### config.mk
export PLATFORM = sky130hd
export DESIGN_NAME = div_sched
export DESIGN_NICKNAME = d
export VERILOG_FILES = /design/src/rtl/div_sched.sv
export SDC_FILE = /design/constraint.sdc
export NUM_CORES = 1
export LEC_CHECK = 0
export ABC_AREA = 1
export BUFFER_PORTS_ARGS = -buffer_cell sky130_fd_sc_hd__buf_2
export CAP_MARGIN = 20
export CELL_PAD_IN_SITES_DETAIL_PLACEMENT = 1
export CELL_PAD_IN_SITES_GLOBAL_PLACEMENT = 2
export CORE_MARGIN = 1.5
export CORE_UTILIZATION = 37
export DETAILED_ROUTE_END_ITERATION = 6
export GPL_ROUTABILITY_DRIVEN = 0
export GPL_TIMING_DRIVEN = 0
export PLACE_DENSITY_LB_ADDON = 0.25
export SLEW_MARGIN = 10
export SYNTH_ARGS = -nofsm -noshare
export SYNTH_HDL_FRONTEND = slang
export SYNTH_SLANG_ARGS = --single-unit
### constraint.sdc
create_clock -name clk -period 2.85 [get_ports clk]
set_input_delay 0.1425 -clock clk [delete_from_list [all_inputs] [get_ports clk]]
set_output_delay 0.1425 -clock clk [all_outputs]
set_load 0.01 [all_outputs]
### src/rtl/div_sched.sv
// div_sched -- operand scheduler placed directly in front of a sequential
// fixed-point divider that has a synchronous active-high rst and a
// complete output.
//
// Operand pairs (a, b) are buffered in a DEPTH-entry FIFO. Pairs are issued
// to the divider one at a time. The divider operands are held in registers
// for the whole operation, and the divider rst is sequenced to start and
// clear each division. Quotients return in push order through a
// valid/ready result slot. Pairs with b == 0 never reach the divider: they
// produce out_q = 0 with out_dz = 1.
//
// Ports
//   clk           clock, rising edge
//   rst           asynchronous reset, active low
//   in_valid/in_ready/in_a/in_b       operand push port
//   out_valid/out_ready/out_q/out_dz  result port
//   div_rst       divider reset, active high (1 whenever not in RUN)
//   div_a/div_b   divider operands, registered
//   div_complete  divider done strobe/level
//   div_out       divider quotient
//   div_timeout   sticky watchdog flag
//
// Optional feature: define DIV_SCHED_TIMEOUT_EN to add a RUN-state watchdog.
// When the watchdog reaches TIMEOUT cycles without div_complete, it raises
// div_timeout (sticky), returns a zero result and moves on to the next pair.
// Without the macro, div_timeout is tied low and RUN waits indefinitely.
module div_sched #(
  parameter int DATA_WIDTH = 16,
  parameter int DEPTH      = 4,
  parameter int TIMEOUT    = 40
) (
  input  logic                  clk,
  input  logic                  rst,
  input  logic                  in_valid,
  output logic                  in_ready,
  input  logic [DATA_WIDTH-1:0] in_a,
  input  logic [DATA_WIDTH-1:0] in_b,
  output logic                  out_valid,
  input  logic                  out_ready,
  output logic [DATA_WIDTH-1:0] out_q,
  output logic                  out_dz,
  output logic                  div_rst,
  output logic [DATA_WIDTH-1:0] div_a,
  output logic [DATA_WIDTH-1:0] div_b,
  input  logic                  div_complete,
  input  logic [DATA_WIDTH-1:0] div_out,
  output logic                  div_timeout
);

  localparam int AW = (DEPTH > 1) ? $clog2(DEPTH) : 1;
  localparam int CW = AW + 1;

  if (DEPTH < 2 || (DEPTH & (DEPTH - 1)) != 0 || TIMEOUT <= 2 * DATA_WIDTH) begin : g_param_check
    $error("div_sched: DEPTH must be a power of two >= 2 and TIMEOUT > 2*DATA_WIDTH");
  end

  typedef enum logic [1:0] {
    S_IDLE,
    S_LOAD,
    S_RUN,
    S_CLEAR
  } state_t;

  // ---------------------------------------------------------------------
  // Operand FIFO
  // ---------------------------------------------------------------------
  logic [DATA_WIDTH-1:0] r_mem_a [DEPTH];
  logic [DATA_WIDTH-1:0] r_mem_b [DEPTH];
  logic [AW-1:0]         r_wr_ptr;
  logic [AW-1:0]         r_rd_ptr;
  logic [CW-1:0]         r_count;

  logic                  w_full;
  logic                  w_empty;
  logic                  w_push;
  logic                  w_pop;
  logic [DATA_WIDTH-1:0] w_head_a;
  logic [DATA_WIDTH-1:0] w_head_b;

  assign w_full   = (r_count == CW'(DEPTH));
  assign w_empty  = (r_count == '0);
  assign w_push   = in_valid && !w_full;
  assign in_ready = !w_full;
  assign w_head_a = r_mem_a[r_rd_ptr];
  assign w_head_b = r_mem_b[r_rd_ptr];

  // Storage carries no reset; occupancy is tracked by the control registers.
  always_ff @(posedge clk) begin
    if (w_push) begin
      r_mem_a[r_wr_ptr] <= in_a;
      r_mem_b[r_wr_ptr] <= in_b;
    end
  end

  // Pointers wrap naturally because DEPTH is a power of two.
  always_ff @(posedge clk or negedge rst) begin
    if (!rst) begin
      r_wr_ptr <= '0;
      r_rd_ptr <= '0;
      r_count  <= '0;
    end else begin
      if (w_push) r_wr_ptr <= r_wr_ptr + AW'(1);
      if (w_pop)  r_rd_ptr <= r_rd_ptr + AW'(1);
      case ({w_push, w_pop})
        2'b10:   r_count <= r_count + CW'(1);
        2'b01:   r_count <= r_count - CW'(1);
        default: r_count <= r_count;
      endcase
    end
  end

  // ---------------------------------------------------------------------
  // Issue state machine
  // ---------------------------------------------------------------------
  state_t r_state;
  state_t w_state_nxt;

  logic                  r_byp_pend;
  logic                  r_out_valid;
  logic [DATA_WIDTH-1:0] r_out_q;
  logic                  r_out_dz;
  logic [DATA_WIDTH-1:0] r_div_a;
  logic [DATA_WIDTH-1:0] r_div_b;

  logic w_slot_free;
  logic w_issue;
  logic w_byp;
  logic w_capture;
  logic w_tmo;
  logic w_div_rst;

  // The slot counts as free when it is empty or is being emptied this cycle.
  assign w_slot_free = !r_out_valid || out_ready;

  always_comb begin
    w_state_nxt = r_state;
    w_pop       = 1'b0;
    w_issue     = 1'b0;
    w_byp       = 1'b0;
    w_capture   = 1'b0;
    w_div_rst   = 1'b1;
    case (r_state)
      S_IDLE: begin
        // A pending bypass result still owns the slot for one more cycle.
        if (!w_empty && !r_byp_pend && w_slot_free) begin
          w_pop = 1'b1;
          if (w_head_b == '0) begin
            w_byp = 1'b1;
          end else begin
            w_issue     = 1'b1;
            w_state_nxt = S_LOAD;
          end
        end
      end
      S_LOAD: begin
        w_state_nxt = S_RUN;
      end
      S_RUN: begin
        w_div_rst = 1'b0;
        if (div_complete) begin
          w_capture   = 1'b1;
          w_state_nxt = S_CLEAR;
        end else if (w_tmo) begin
          w_state_nxt = S_CLEAR;
        end
      end
      S_CLEAR: begin
        w_state_nxt = S_IDLE;
      end
      default: begin
        w_state_nxt = S_IDLE;
      end
    endcase
  end

  // div_rst is decoded from the state register, so an asynchronous reset
  // forces it high immediately through the return to IDLE.
  assign div_rst = w_div_rst;

  always_ff @(posedge clk or negedge rst) begin
    if (!rst) begin
      r_state    <= S_IDLE;
      r_byp_pend <= 1'b0;
    end else begin
      r_state    <= w_state_nxt;
      r_byp_pend <= w_byp;
    end
  end

  // Operands are captured only on issue and stay put through LOAD/RUN/CLEAR.
  always_ff @(posedge clk or negedge rst) begin
    if (!rst) begin
      r_div_a <= '0;
      r_div_b <= '0;
    end else if (w_issue) begin
      r_div_a <= w_head_a;
      r_div_b <= w_head_b;
    end
  end

  assign div_a = r_div_a;
  assign div_b = r_div_b;

  // ---------------------------------------------------------------------
  // Result slot
  // ---------------------------------------------------------------------
  // A result is loaded only after a pop that found the slot free, so a load
  // never overwrites a result that is still waiting for out_ready.
  always_ff @(posedge clk or negedge rst) begin
    if (!rst) begin
      r_out_valid <= 1'b0;
      r_out_q     <= '0;
      r_out_dz    <= 1'b0;
    end else if (r_byp_pend) begin
      r_out_valid <= 1'b1;
      r_out_q     <= '0;
      r_out_dz    <= 1'b1;
    end else if (w_capture) begin
      r_out_valid <= 1'b1;
      r_out_q     <= div_out;
      r_out_dz    <= 1'b0;
    end else if (w_tmo) begin
      r_out_valid <= 1'b1;
      r_out_q     <= '0;
      r_out_dz    <= 1'b0;
    end else if (r_out_valid && out_ready) begin
      r_out_valid <= 1'b0;
    end
  end

  assign out_valid = r_out_valid;
  assign out_q     = r_out_q;
  assign out_dz    = r_out_dz;

  // ---------------------------------------------------------------------
  // Optional RUN watchdog
  // ---------------------------------------------------------------------
`ifdef DIV_SCHED_TIMEOUT_EN
  localparam int TW = $clog2(TIMEOUT);

  logic [TW-1:0] r_tcnt;
  logic          r_timeout;

  // The counter holds the number of completed RUN cycles. It fires on the
  // TIMEOUT-th RUN cycle and restarts from zero outside RUN.
  assign w_tmo = (r_state == S_RUN) && !div_complete && (r_tcnt == TW'(TIMEOUT - 1));

  always_ff @(posedge clk or negedge rst) begin
    if (!rst) begin
      r_tcnt    <= '0;
      r_timeout <= 1'b0;
    end else begin
      r_tcnt <= (r_state == S_RUN && !w_tmo) ? r_tcnt + TW'(1) : '0;
      if (w_tmo) r_timeout <= 1'b1;
    end
  end

  assign div_timeout = r_timeout;
`else
  assign w_tmo       = 1'b0;
  assign div_timeout = 1'b0;
`endif

endmodule
==> metrics.yaml, run 1 <==
fin_nets: 899
power_frac_comb_pct: 37.1
wl_per_cell_um: 17.02
final_core_util_pct: 49.13
diodes: 0
drt_iter0_markers: 217
flow.area_growth_from_synthesis_pct: 28.85
ant_nets: 0
drc: 0
initial_core_util_pct: 38.13
slew_viol_final: 0
yosysSeqAreaShare_pct: 71.33
status: "finished, final reports clean"
rsz0062_at_grt: "no"
pwr-share-seq_pct: 38.5
coreArea_um2: 19650
root_buffer: "clkbuf_16"
die_height_um: 145.3
dr.pass1.iters: 4
clock.fmax_mhz: 407.4
dp_slack_ns: -0.04587
p_per_area_nw_per_um2: 1091
crit_top_cell: "inv_1"
antenna_found_initial: 0
postSynthCellCount: 660
required_ns: 3.16
final-hold-violation-count: 0
maxCapViolCount: 0
cts_num_sinks: 188
crit_path_start_kind: "register"
synthesis.nets: 721
ir_worst_vdd_v: 0.0004786
path_cells: "inv_1, ha_1, inv_1, nor2_2, ha_1, inv_1, fa_1, a21oi_1, o21ai_0, xnor2_1"
worst_pin_slew_ns: 0.7756
grt_usage_pct: 19.02
io_buffers: 104
die_x_um: 145.3
hpwlAfterDp_um: 13420
intPower_mw: 6.532
grt.overflow.total: 0
worstSkewPairLatency_ns: 0.43
cts_buffers: 17
finalWorstSetupSlack_ns: 0.3956
worst_clock_skew_ns: 0.01088
grt_start_max_net_pins: 61
cp_max_fo: 9
switching_share_pct: 38.01
rr_worst_depth: 10
cp_slowest_cell: "dfrtp_1"
slew_headroom_pct: 48.29
grt_pass1_wl_um: 31000
io_pins: 106
clk_pin_slew_ns: 0.07
setup_violations: 0
clock_power_share_pct: 24.4
wirelength_um: 18990
yosysWarnings: 0
syn_avg_cell_area_um2: 11.35
cts.path.max_buffers: 2
cts.htree.levels: 4
num_rows: 51
ys_ff_latch: 188
path_class: "reg2reg"
cpPeakStageDelay_ns: 0.38
die_area_um2: 21120
final_cell_mix: "199 x nand2_1, 128 x edfxtp_1, 113 x buf_2, 60 x dfrtp_1, 51 x dlygate4sd3_1"
switching_power_mw: 4.006
final_common_cell: "nand2_1"
vias: 5362
grt_pass1_vias: 5958
min_path_type: "in2async"
arrival_ns: 2.76
fin_crit_ns: 2.454
ys_types: 24
syn-cell-area_um2: 7493
drive_gt1_share_pct: 19.39
cts_tree: "yes"
post-route-period-util_pct: 86.12
p_leak_nw: 4.136
viasPerCell: 4.805
worstSetupEndpointType: "register"
-- cells by family after synthesis --
family / Yosys count / synth area share, %
AO/OA/AOI/OAI: 54 / 3.874
XOR/XNOR: 5 / 0.5845
adder cells (fa/ha/maj): 8 / 1.436
buffers and inverters: 72 / 3.974
flip-flops: 188 / 71.33
other: 1 / 0.05004
AND/OR/NAND/NOR: 332 / 18.75
-- flip-flops by register name, summed over array words and instances (netlist names) --
| name | cells |
|---|---|
| r_byp_pend | 1 |
| div_a | 16 |
| out_valid | 1 |
| r_count | 3 |
| r_mem_b | 64 |
| out_q | 16 |
| r_rd_ptr | 2 |
| r_mem_a | 64 |
| r_wr_ptr | 2 |
| out_dz | 1 |
| r_state | 2 |
| div_b | 16 |
-- worst max-delay path, delay by kind of cell, from the launching register on --
family	cells	cell delay, ns
AOI/OAI and AO/OA	2	0.29
xor gates and xnor gates	1	0.15
adders and majority gates	3	0.96
buffers and inverters	3	0.29
DFF	1	0.38
and+or+nand+nor	1	0.26
-- final cells by class --
cell class	count	area [um^2]
clock inverters	15	222.7
plain buffers	35	158.9
inverters	36	135.1
well taps	265	331.6
multi-input cells	400	1886
flip-flops and latches	188	5345
repair buffers	160	1151
fillers	2177	9998
clock buffers	17	425.4
-- repair_timing --
| item | CTS | global route |
|---|---|---|
| pin swaps | 0 | 1 |
| gates resized for setup | 1 | 1 |
| endpoints found under the hold margin | 206 | 0 |
| setup endpoints to repair | 1 | 1 |
| hold buffers | 51 | 0 |
| buffers inserted | 0 | 1 |
-- synthesized netlist by cell type (all sizes together) --
cell / number / area [um^2]
xnor2: 2 / 17.52
nor2: 45 / 168.9
nand3: 51 / 260.3
buf: 16 / 87.59
a21oi: 2 / 10.01
nand2: 199 / 747.0
o21ai: 36 / 180.2
nand4: 34 / 212.7
edfxtp: 128 / 3844
clkbuf: 20 / 75.07
or2: 1 / 6.260
dfrtp: 60 / 1501
conb: 1 / 3.750
clkinv: 2 / 7.510
inv: 34 / 127.6
o22ai: 16 / 100.1
ha: 7 / 87.58
fa: 1 / 20.02
nor3: 2 / 10.01
xor2: 3 / 26.28
-- metal layers --
| metal | global-route usage, % | vias up | wire (um) |
|---|---|---|---|
| li1 | - | 2620 | - |
| met1 | 23.91 | 2600 | 8528 |
| met2 | 32.71 | 121 | 9452 |
| met3 | 4.025 | 21 | 740 |
| met4 | 6.224 | 0 | 273 |
| met5 | 0 | - | 0 |
-- through the flow --
stage          TNS (ns)  hold WS, ns  instance area [um^2]  instances  total power [mW]
2_1_floorplan         0      -0.1531                  7493        660             6.376
3_3_place_gp    -117.85       0.3519                  8346       1029             7.723
3_5_place_dp   -0.04587       0.2795                  8488       1033             8.007
4_1_cts               0       0.3606                  9649       1116             10.66
5_1_grt               0       0.3947                  9656       1116             11.28
6_report              0       0.3366                  9656       1116             10.54
-- power groups by stage --
stage               sequential, mW  combinational, mW  clock, mW
global route                  4.14               4.42       2.72
CTS                           4.06               3.98       2.62
finish                        4.06               3.91       2.57
floorplan                     4.22               2.15          0
detailed placement            4.11               3.89          0
global placement              4.10               3.62          0
-- path summary, 6_finish.rpt --
path                            start           to  slack [ns]
min reg2reg                  div_a[6]     div_a[6]        0.46
max                        r_state[0]   r_count[2]        0.40
max reg2reg                r_state[0]   r_count[2]        0.40
min                               rst   r_count[2]        0.34
max in group asynchronous         rst     div_a[7]        2.00
min in group clk             in_valid  r_wr_ptr[0]        0.40
Power figures use the tool's default switching activity.
==> run 2: changes to the inputs <==
==> constraint.sdc (replaced) <==
create_clock -name clk -period 2.85 [get_ports clk]
set_input_delay 0.7125 -clock clk [delete_from_list [all_inputs] [get_ports clk]]
set_output_delay 0.7125 -clock clk [all_outputs]
set_load 0.01 [all_outputs]
==> metrics.yaml, run 2 (synthesis results as in run 1) <==
drt_iter0_markers: 219  # +0.92%
startpoint: "r_state[0]"
maxCapViolCount: 0  # unchanged
drive_gt1_share_pct: 20.63  # +1.2 points
post-route-period-util_pct: 86.17  # about the same
worst_clock_skew_ns: 0.01121  # +0.0003288 ns
coreArea_um2: 19650  # unchanged
grt_start_max_net_pins: 61  # unchanged
setup_violations: 0  # unchanged
cpPeakStageDelay_ns: 0.38  # about the same
final_common_cell: "nand2_1"
required_ns: 3.16  # about the same
critical_path.top_delay_family: "adder cells"
final-hold-violation-count: 0  # unchanged
cts_num_sinks: 188  # unchanged
ant_nets: 0  # unchanged
p_leak_nw: 3.923  # -5.2%
worstSkewPairLatency_ns: 0.44  # about the same
fin_setup_tns_ns: 0  # unchanged
grt_pass1_wl_um: 30210  # -2.6%
io_pins: 106  # unchanged
num_rows: 51  # unchanged
hpwlAfterDp_um: 13420  # unchanged
crit_path_start_kind: "register"
antenna_found_initial: 0  # unchanged
die_x_um: 145.3  # unchanged
initial_core_util_pct: 38.13  # unchanged
r2r-start: "r_state[0]"
dr.pass1.iters: 4  # unchanged
fin_crit_ns: 2.456  # +0.001377 ns
worstSetupEndpointType: "register"
cp_max_fo: 9  # unchanged
diodes: 0  # unchanged
crit_buf_inv: 3  # unchanged
slew_viol_final: 0  # unchanged
die_height_um: 145.3  # unchanged
arrival_ns: 2.77  # about the same
final_cell_mix: "199 x nand2_1, 128 x edfxtp_1, 113 x buf_2, 60 x dfrtp_1, 50 x nand3_1"
flow.area_growth_from_synthesis_pct: 22.04
reg_top3: "r_mem_a: 64 flops, r_mem_b: 64 flops"
path_cells: "inv_1, ha_1, inv_1, nor2_2, ha_1, inv_1, fa_1, a21oi_1, o21ai_0, xnor2_1"
ir_worst_vdd_v: 0.0004834  # +0.99%
fin_nets: 848  # -5.7%
cts_buffers: 17  # unchanged
min_path_type: "in2async"
viasPerCell: 4.856  # +1.1%
grt_usage_pct: 18.58  # -0.44 points
slew_headroom_pct: 48.32  # about the same
io_buffers: 104  # unchanged
cts_tree: "yes"
vias: 5172  # -3.5%
fin_area_um2: 9145  # -5.3%
clock.fmax_mhz: 407.2  # about the same
p_per_area_nw_per_um2: 1145  # +4.9%
grt_pass1_vias: 5765  # -3.2%
wl_per_cell_um: 17.41  # +2.3%
clk_pin_slew_ns: 0.07  # about the same
drc: 0  # unchanged
status: "finished, final reports clean"
path_class: "reg2reg"
cp_slowest_cell: "dfrtp_1"
worst_pin_slew_ns: 0.7752  # -0.0003563 ns
cts.path.max_buffers: 2  # unchanged
fillers: 2208  # +1.4%
rsz0062_at_grt: "no"
crit_top_cell: "inv_1"
dpl_cell_area_um2: 8488  # unchanged
wirelength_um: 18540  # -2.4%
grt.overflow.total: 0  # unchanged
die_area_um2: 21120  # unchanged
root_buffer: "clkbuf_16"
cts.htree.levels: 4  # unchanged
run 2: area by class of cell:
cell class                      instances  area [um^2]  area share [%]
Timing Repair Buffer                  109        640.6           7.005
Buffer                                 35        158.9           1.738
Multi-Input combinational cell        400         1886           20.62
Clock inverter                         15        222.7           2.435
Clock buffer                           17        425.4           4.652
Inverter                               36        135.1           1.478
Sequential cell                       188         5345           58.45
Tap cell                              265        331.6           3.626
run 2: power by group:
part | internal (mW) | total (mW) | switching [mW]
combinational | 1.25 | 3.84 | 2.60
clock | 1.50 | 2.58 | 1.07
sequential | 3.74 | 4.05 | 0.317
total | 6.49 | 10.5 | 3.99
run 2: timing repair:
action | CTS | global route
gates resized for setup | 1 | 1
pin swaps | 0 | 1
hold buffers | 0 | 0
endpoints found under the setup margin | 1 | 1
setup buffers | 0 | 1
cloned | 0 | 0
run 2: metrics by stage:
step	setup WS [ns]	power, mW	utilization, %	hold slack, ns	std cells
after CTS	0.07186	10.61	46.50	0.3788	1065
final	0.3942	10.47	46.53	0.3499	1065
after detailed placement	-0.2947	8.007	43.19	0.4548	1033
after global placement	-1.139	7.723	42.46	0.4498	1029
after floorplan	0.1779	6.376	-	0.4169	660
after global routing	0.1026	11.22	46.53	0.4062	1065
run 2: final timing paths:
kind                       slack [ns]  cells after the start          to
setup / recovery                 0.39                     10  r_count[2]
hold / removal                   0.35                      1  r_count[2]
setup reg to reg                 0.39                     10  r_count[2]
hold reg to reg                  0.46                      2    div_a[6]
max in group asynchronous        1.98                      1    div_a[7]
min in group clk                 0.46                      2    div_a[6]
run 2: routing by layer:
metal	vias up	global-route usage [%]	wire, um
met5	-	0	0
li1	2516	-	-
met4	0	6.224	274
met1	2517	23.52	8433
met2	118	31.45	9133
met3	21	4.277	702
